$ cat config.mk
export PLATFORM = sky130hd
export DESIGN_NAME = round_ctrl_flat
export DESIGN_NICKNAME = d
export VERILOG_FILES = /design/src/rtl/round_ctrl_if.sv /design/src/rtl/round_ctrl.sv /design/src/flat_wrapper.sv
export SDC_FILE = /design/constraint.sdc
export NUM_CORES = 1
export LEC_CHECK = 0
export ABC_AREA = 1
export CORE_ASPECT_RATIO = 0.8
export CORE_UTILIZATION = 40
export DETAILED_ROUTE_END_ITERATION = 10
export GPL_ROUTABILITY_DRIVEN = 0
export PLACE_DENSITY_LB_ADDON = 0.05
export SETUP_SLACK_MARGIN = 0.3
export SYNTH_ARGS = -nofsm -noshare
export SYNTH_HDL_FRONTEND = slang
export SYNTH_SLANG_ARGS = --single-unit
$ cat constraint.sdc
create_clock -name frame_clk -period 2.08 [get_ports frame_clk]
set_clock_uncertainty 0.05 [all_clocks]
set_input_delay 0.416 -clock frame_clk [delete_from_list [all_inputs] [get_ports frame_clk]]
set_output_delay 0.416 -clock frame_clk [all_outputs]
set_load 0.03 [all_outputs]
$ cat src/rtl/round_ctrl_if.sv
// Match-flow bundle between the round sequencer and the tank/HUD side.
// Latency/backpressure: none here; signals are plain levels and pulses.
interface round_ctrl_if;
    logic       start;
    logic       tank1_dead;
    logic       tank2_dead;
    logic       relife_1;
    logic       relife_2;
    logic [1:0] random_seed_1;
    logic [1:0] random_seed_2;
    logic       freeze;
    logic [2:0] game_state;
    logic [3:0] lives_1;
    logic [3:0] lives_2;
    logic [1:0] winner;
    logic [7:0] timer;

    modport master (
        output start, tank1_dead, tank2_dead,
        input  relife_1, relife_2, random_seed_1, random_seed_2, freeze,
               game_state, lives_1, lives_2, winner, timer
    );

    modport slave (
        input  start, tank1_dead, tank2_dead,
        output relife_1, relife_2, random_seed_1, random_seed_2, freeze,
               game_state, lives_1, lives_2, winner, timer
    );
endinterface

$ cat src/rtl/round_ctrl.sv
// Two-tank match sequencer: countdown, play, respawn pause, game over; lives, seeds, freeze.
// Latency: all outputs registered, one frame after the causing input; no backpressure, dead flags are sticky levels.
module round_ctrl #(
    parameter int LIVES          = 3,
    parameter int START_FRAMES   = 180,
    parameter int RESPAWN_FRAMES = 120,
    parameter int GUARD_FRAMES   = 2
) (
    input  logic         frame_clk,
    input  logic         Reset,
    round_ctrl_if.slave  rc
);
    typedef enum logic [2:0] {
        ST_IDLE      = 3'd0,
        ST_COUNTDOWN = 3'd1,
        ST_PLAY      = 3'd2,
        ST_RESPAWN   = 3'd3,
        ST_GAME_OVER = 3'd4
    } state_t;

    state_t     state;
    logic       freeze;
    logic       relife_1, relife_2;
    logic [1:0] seed_1, seed_2;
    logic [3:0] lives_1, lives_2;
    logic [1:0] winner;
    logic [7:0] timer;
    logic [7:0] guard;
    logic [7:0] lfsr;
    logic [1:0] pend;
    logic       start_q;

    logic       start_edge;
    logic       lfsr_fb;
    logic [3:0] lives_1_nxt, lives_2_nxt;

    always_comb begin
        start_edge  = rc.start & ~start_q;
        lfsr_fb     = lfsr[7] ^ lfsr[5] ^ lfsr[4] ^ lfsr[3];
        lives_1_nxt = lives_1;
        lives_2_nxt = lives_2;
        if (rc.tank1_dead && lives_1 != 4'd0) lives_1_nxt = lives_1 - 4'd1;
        if (rc.tank2_dead && lives_2 != 4'd0) lives_2_nxt = lives_2 - 4'd1;
    end

    always_ff @(posedge frame_clk) begin
        if (Reset) begin
            state    <= ST_IDLE;
            freeze   <= 1'b1;
            relife_1 <= 1'b0;
            relife_2 <= 1'b0;
            seed_1   <= 2'd0;
            seed_2   <= 2'd0;
            lives_1  <= 4'(LIVES);
            lives_2  <= 4'(LIVES);
            winner   <= 2'b00;
            timer    <= 8'd0;
            guard    <= 8'd0;
            lfsr     <= 8'hA5;
            pend     <= 2'b00;
            start_q  <= 1'b0;
        end else begin
            start_q  <= rc.start;
            lfsr     <= {lfsr[6:0], lfsr_fb};
            relife_1 <= 1'b0;
            relife_2 <= 1'b0;
            case (state)
                ST_IDLE, ST_GAME_OVER: begin
                    freeze <= 1'b1;
                    timer  <= 8'd0;
                    if (start_edge) begin
                        lives_1 <= 4'(LIVES);
                        lives_2 <= 4'(LIVES);
                        winner  <= 2'b00;
                        seed_1  <= lfsr[1:0];
                        seed_2  <= lfsr[3:2];
                        timer   <= 8'(START_FRAMES - 1);
                        state   <= ST_COUNTDOWN;
                    end
                end
                ST_COUNTDOWN: begin
                    freeze <= 1'b1;
                    // Relife follows the seed update by one frame so tanks spawn on settled seeds.
                    if (timer == 8'(START_FRAMES - 1)) begin
                        relife_1 <= 1'b1;
                        relife_2 <= 1'b1;
                    end
                    if (timer == 8'd0) begin
                        state  <= ST_PLAY;
                        freeze <= 1'b0;
                        guard  <= 8'(GUARD_FRAMES);
                    end else begin
                        timer <= timer - 8'd1;
                    end
                end
                ST_PLAY: begin
                    freeze <= 1'b0;
                    timer  <= 8'd0;
                    if (guard != 8'd0) begin
                        guard <= guard - 8'd1;
                    end else if (rc.tank1_dead || rc.tank2_dead) begin
                        lives_1 <= lives_1_nxt;
                        lives_2 <= lives_2_nxt;
                        freeze  <= 1'b1;
                        if (lives_1_nxt == 4'd0 || lives_2_nxt == 4'd0) begin
                            state  <= ST_GAME_OVER;
                            winner <= {lives_1_nxt == 4'd0, lives_2_nxt == 4'd0};
                        end else begin
                            state <= ST_RESPAWN;
                            timer <= 8'(RESPAWN_FRAMES - 1);
                            pend  <= {rc.tank2_dead, rc.tank1_dead};
                        end
                    end
                end
                ST_RESPAWN: begin
                    freeze <= 1'b1;
                    if (timer == 8'd1) begin
                        if (pend[0]) seed_1 <= lfsr[1:0];
                        if (pend[1]) seed_2 <= lfsr[3:2];
                    end
                    if (timer == 8'd0) begin
                        state    <= ST_PLAY;
                        freeze   <= 1'b0;
                        guard    <= 8'(GUARD_FRAMES);
                        relife_1 <= pend[0];
                        relife_2 <= pend[1];
                    end else begin
                        timer <= timer - 8'd1;
                    end
                end
                default: begin
                    state  <= ST_IDLE;
                    freeze <= 1'b1;
                    timer  <= 8'd0;
                end
            endcase
        end
    end

    assign rc.relife_1      = relife_1;
    assign rc.relife_2      = relife_2;
    assign rc.random_seed_1 = seed_1;
    assign rc.random_seed_2 = seed_2;
    assign rc.freeze        = freeze;
    assign rc.game_state    = state;
    assign rc.lives_1       = lives_1;
    assign rc.lives_2       = lives_2;
    assign rc.winner        = winner;
    assign rc.timer         = timer;
endmodule

$ cat src/flat_wrapper.sv
// flat-port wrapper written by rule: the top's interface ports become plain ports
module round_ctrl_flat 
#(
    parameter int LIVES          = 3,
    parameter int START_FRAMES   = 180,
    parameter int RESPAWN_FRAMES = 120,
    parameter int GUARD_FRAMES   = 2
)
  (frame_clk, Reset, rc_start, rc_tank1_dead, rc_tank2_dead, rc_relife_1, rc_relife_2, rc_random_seed_1, rc_random_seed_2, rc_freeze, rc_game_state, rc_lives_1, rc_lives_2, rc_winner, rc_timer);
  round_ctrl_if rc_i ();
  input  logic frame_clk;
  input  logic Reset;
  input wire logic [$bits(rc_i.start)-1:0] rc_start;
  input wire logic [$bits(rc_i.tank1_dead)-1:0] rc_tank1_dead;
  input wire logic [$bits(rc_i.tank2_dead)-1:0] rc_tank2_dead;
  output wire logic [$bits(rc_i.relife_1)-1:0] rc_relife_1;
  output wire logic [$bits(rc_i.relife_2)-1:0] rc_relife_2;
  output wire logic [$bits(rc_i.random_seed_1)-1:0] rc_random_seed_1;
  output wire logic [$bits(rc_i.random_seed_2)-1:0] rc_random_seed_2;
  output wire logic [$bits(rc_i.freeze)-1:0] rc_freeze;
  output wire logic [$bits(rc_i.game_state)-1:0] rc_game_state;
  output wire logic [$bits(rc_i.lives_1)-1:0] rc_lives_1;
  output wire logic [$bits(rc_i.lives_2)-1:0] rc_lives_2;
  output wire logic [$bits(rc_i.winner)-1:0] rc_winner;
  output wire logic [$bits(rc_i.timer)-1:0] rc_timer;
  assign rc_i.start = rc_start;
  assign rc_i.tank1_dead = rc_tank1_dead;
  assign rc_i.tank2_dead = rc_tank2_dead;
  assign rc_relife_1 = rc_i.relife_1;
  assign rc_relife_2 = rc_i.relife_2;
  assign rc_random_seed_1 = rc_i.random_seed_1;
  assign rc_random_seed_2 = rc_i.random_seed_2;
  assign rc_freeze = rc_i.freeze;
  assign rc_game_state = rc_i.game_state;
  assign rc_lives_1 = rc_i.lives_1;
  assign rc_lives_2 = rc_i.lives_2;
  assign rc_winner = rc_i.winner;
  assign rc_timer = rc_i.timer;
  round_ctrl #(.LIVES(LIVES), .START_FRAMES(START_FRAMES), .RESPAWN_FRAMES(RESPAWN_FRAMES), .GUARD_FRAMES(GUARD_FRAMES)) u_core (.frame_clk(frame_clk), .Reset(Reset), .rc(rc_i));
endmodule
==> tab_implementation.tex <==
\begin{tabular}{lr}
\hline
Metric & Value \\
\hline
\multicolumn{2}{l}{\textbf{Cells and area}} \\
\quad Final cell area excluding filler cells & 3290 sq um \\
\quad Sequential cell area in the final layout & 961 sq um \\
\quad Layout net count & 408 \\
\quad Multi-input gate area in the final layout & 1370 sq um \\
\quad Number of antenna diodes & 0 \\
\quad Final cell count without fillers & 475 \\
\quad \# fillers & 533 \\
\quad Post-synthesis to final-layout area growth & 39.3\% \\
\quad Share of post-route cells with drive strength above 1 & 27.2\% \\
\multicolumn{2}{l}{\textbf{Die}} \\
\quad Placement Rows & 24 \\
\quad Die extent in x & 87.9 um \\
\quad Starting density of the core & 42.3\% \\
\quad Core footprint & 5590 sq um \\
\quad Height of the die & 70.8 um \\
\quad Die area & 6220 sq um \\
\quad Ports & 33 \\
\multicolumn{2}{l}{\textbf{STA}} \\
\quad Hold Vio Cnt, Final & 0 \\
\quad Final setup violation count & 0 \\
\quad RSZ-0062 raised after global routing & true \\
\quad Fraction of the cycle the final worst path needs & 83.4\% \\
\quad Relative slew slack & 68.5\% \\
\quad Max Clk Rate & 0.577 GHz \\
\quad Final max-slew violation count & 0 \\
\quad Minimum period implied by the final worst setup slack & 1.73 ns \\
\quad Worst Tran Pin Value & 0.471 ns \\
\quad Post-Route Setup TNS & 0 ns \\
\multicolumn{2}{l}{\textbf{Clocking}} \\
\quad Hold-fix buffer count after cts & 0 \\
\quad Clock-pin slew on the worst setup and hold paths & 0.09 ns \\
\quad Clock Root Buffer & sky130\_fd\_sc\_hd\_\_clkbuf\_8 \\
\quad Total CTS buffers & 5 \\
\quad H-tree levels & 2 \\
\quad Clock latency of the later-clocked register in the worst-skew pair & 0.29 ns \\
\quad Clk sink count & 47 \\
\quad Buffer levels on the longest clock path & 2 \\
\quad TritonCTS clock tree & done \\
\multicolumn{2}{l}{\textbf{Global routing}} \\
\quad Combined global-route utilization of all metal layers & 20.1\% \\
\quad Via count of the first global-routing pass & 2,074 \\
\quad Antenna violations before repair & 0 \\
\quad Pin count of the biggest net entering global routing & 15 \\
\quad First-pass GRT wire length & 9760 um \\
\quad Total overflow reported by the global router & 0 \\
\multicolumn{2}{l}{\textbf{Synthesis}} \\
\quad Proportion of register bits with asynchronous set or reset after synthesis & 0\% \\
\quad Library cell with the highest instance count after synthesis & sky130\_fd\_sc\_hd\_\_nand2\_1 \\
\quad Commonest cells in the netlist & sky130\_fd\_sc\_hd\_\_nand2\_1 (55), sky130\_fd\_sc\_hd\_\_nor2\_1 (50), sky130\_fd\_sc\_hd\_\_dfxtp\_1 (47), sky130\_fd\_sc\_hd\_\_inv\_1 (46), sky130\_fd\_sc\_hd\_\_a21oi\_1 (27) \\
\quad Post-synth EDFFs & 0 \\
\quad Distinct cells, synth & 37 \\
\quad Share of Yosys cell area claimed by the top area cell type & 39.8\% \\
\quad Sequential area share after synthesis & 39.8\% \\
\quad Seq cells post-synth & 47 \\
\quad Cell accounting for the most synthesized area & sky130\_fd\_sc\_hd\_\_dfxtp\_1 \\
\quad Most frequently used flop master after synthesis & sky130\_fd\_sc\_hd\_\_dfxtp\_1 \\
\quad Post-Syn Nets & 343 \\
\quad Total standard cell area after synthesis & 2360 sq um \\
\quad Top cells by area in the synthesized netlist & sky130\_fd\_sc\_hd\_\_dfxtp\_1 (40\%), sky130\_fd\_sc\_hd\_\_nand2\_1 (8.7\%), sky130\_fd\_sc\_hd\_\_nor2\_1 (7.9\%) \\
\quad Total of warnings raised by yosys & 0 \\
\quad Cells after Synth & 331 \\
\quad Average instance area after synthesis & 7.14 sq um \\
\multicolumn{2}{l}{\textbf{Critical path}} \\
\quad Maximum fanout along the worst path & 1 \\
\quad Critical-path cell list & clkdlybuf4s50\_1 \\
\quad Arrival time at the worst endpoint & 1.27 ns \\
\quad Element type at the critical path start & flip-flop \\
\quad Slowest cell delay on critical path & 0.66 ns \\
\quad CP max stage cell & sky130\_fd\_sc\_hd\_\_clkdlybuf4s50\_1 \\
\quad CP top delay family & buffers and inverters \\
\quad Critical path endpoint category & output pin \\
\quad Critical Setup Path Class & flip-flop to output pin \\
\quad Endpoint required time on the critical path & 1.61 ns \\
\quad Buffers and inverters on the worst path & 1 \\
\multicolumn{2}{l}{\textbf{Placed design}} \\
\quad Number of port buffers & 32 \\
\quad Cell count after placement & 455 \\
\quad Dpl hpwl & 4190 um \\
\quad Cell area after placement & 2910 sq um \\
\multicolumn{2}{l}{\textbf{Run}} \\
\quad Max-cap check violation count & 0 \\
\multicolumn{2}{l}{\textbf{Power}} \\
\quad Reported net switching power & 0.00258 W \\
\quad Proportion of power drawn by flip-flops and latches & 27.3\% \\
\quad Leakage Power & 1.53 nW \\
\quad Proportion of power drawn by combinational gates & 59.6\% \\
\quad Power density of the placed cells & 1620 nW/um\^{}2 \\
\quad Clk network pwr share & 13.1\% \\
\quad Cell-internal power & 0.00276 W \\
\quad Peak ir drop on the vdd network & 0.812 mV \\
\quad Switching share of power & 48.4\% \\
\multicolumn{2}{l}{\textbf{Drt}} \\
\quad Vias after detailed routing & 2,317 \\
\quad Number of vias per cell after detailed routing & 4.88 \\
\quad DRC marker count from the first detailed-route iteration & 80 \\
\quad Post-route DRC violation count & 0 \\
\quad Count of nets left with antenna violations after detail routing & 0 \\
\quad Wirelength per Cell & 12.9 um \\
\quad First-pass detailed-route iteration total & 4 \\
\quad Final wirelength & 6150 um \\
\multicolumn{2}{l}{\textbf{Outcome}} \\
\quad Outcome & finished clean \\
\multicolumn{2}{l}{\textbf{Hold path}} \\
\quad Type of the worst min-delay path & flip-flop to flip-flop \\
\hline
\end{tabular}
## cell usage in the layout, fill, tap and decap left out, types with 13 or more instances in the layout
cell type                       synthesis  layout
sky130_fd_sc_hd__nand3_1               16      13
sky130_fd_sc_hd__a21oi_1               27      26
sky130_fd_sc_hd__dlygate4sd2_1          0      25
sky130_fd_sc_hd__buf_4                  0      29
sky130_fd_sc_hd__o21ai_0               24      21
sky130_fd_sc_hd__nand2_1               55      47
sky130_fd_sc_hd__dfxtp_1               47      39
sky130_fd_sc_hd__inv_1                 46      34
sky130_fd_sc_hd__inv_2                  4      13
sky130_fd_sc_hd__nor2_1                50      41
## metal layers
metal | track usage (%) | routed length (um)
met3 | 4.32 | 199
met2 | 30.5 | 2730
met5 | 0 | 0
met1 | 29.1 | 3120
met4 | 4.74 | 99
## final timing paths
kind / start / endpoint / slack (ns) / cells after the start
max: u_core.rc.relife_2 / rc_relife_2 / 0.35 / 1
min reg2reg: u_core.lfsr[6] / u_core.lfsr[7] / 0.37 / 1
min: u_core.lfsr[6] / u_core.lfsr[7] / 0.37 / 1
max reg2reg: u_core.rc.lives_1[1] / u_core.rc.timer[6] / 0.37 / 10
## power by group through the flow
stage	clock network, W	registers [W]	logic (W)
final	0.000699	0.00146	0.00318
after global routing	0.000752	0.00150	0.00350
after CTS	0.000721	0.00145	0.00281
after detailed placement	0	0.00147	0.00279
after global placement	0	0.00146	0.00277
after floorplan	0	0.00174	0.00161
## metrics by stage
step | util [%] | total power [W] | worst slack [ns] | hold slack [ns]
after floorplan | - | 0.00335 | 0.305 | 0.339
after global placement | 52.1 | 0.00423 | -0.106 | 0.342
after detailed placement | 52.1 | 0.00425 | -0.151 | 0.349
after CTS | 55.2 | 0.00498 | 0.301 | 0.372
after global routing | 58.9 | 0.00576 | 0.249 | 0.384
final | 58.9 | 0.00534 | 0.346 | 0.368
## final cells by class
class                           instances  area share (%)
Clock buffer                            6            2.51
Tap cell                               78            2.96
Timing Repair inverter                  1           0.152
Sequential cell                        47            29.2
Inverter                               52            6.46
Timing Repair Buffer                   62            16.0
Multi-Input combinational cell        227            41.7
Clock inverter                          2            1.06
## repair_timing
action | CTS | global route
cloned | 1 | 1
endpoints found under the setup margin | 52 | 36
gates resized for setup | 47 | 47
buffers inserted | 1 | 9
pin swaps | 4 | 11
hold endpoints to repair | 0 | 0
## flip-flops by register name, indices dropped and copies added (netlist names), 2 cells and up
register / flops
u_core.guard: 8
u_core.lfsr: 8
u_core.rc.timer: 8
u_core.rc.lives_1: 4
u_core.rc.lives_2: 4
u_core.rc.game_state: 3
u_core.pend: 2
u_core.rc.random_seed_1: 2
u_core.rc.random_seed_2: 2
u_core.rc.winner: 2
## kinds of logic (layout without fill, tap and decap cells)
logic type / count (synthesis) / in the layout / synth area share [%]
flops: 47 / 47 / 39.8
buf+inv: 58 / 123 / 9.79
fa+ha+maj: 7 / 7 / 3.71
compound gates: 70 / 70 / 16.2
simple gates: 145 / 146 / 29.0
xor+xnor: 4 / 4 / 1.48
Power figures use the tool's default switching activity.
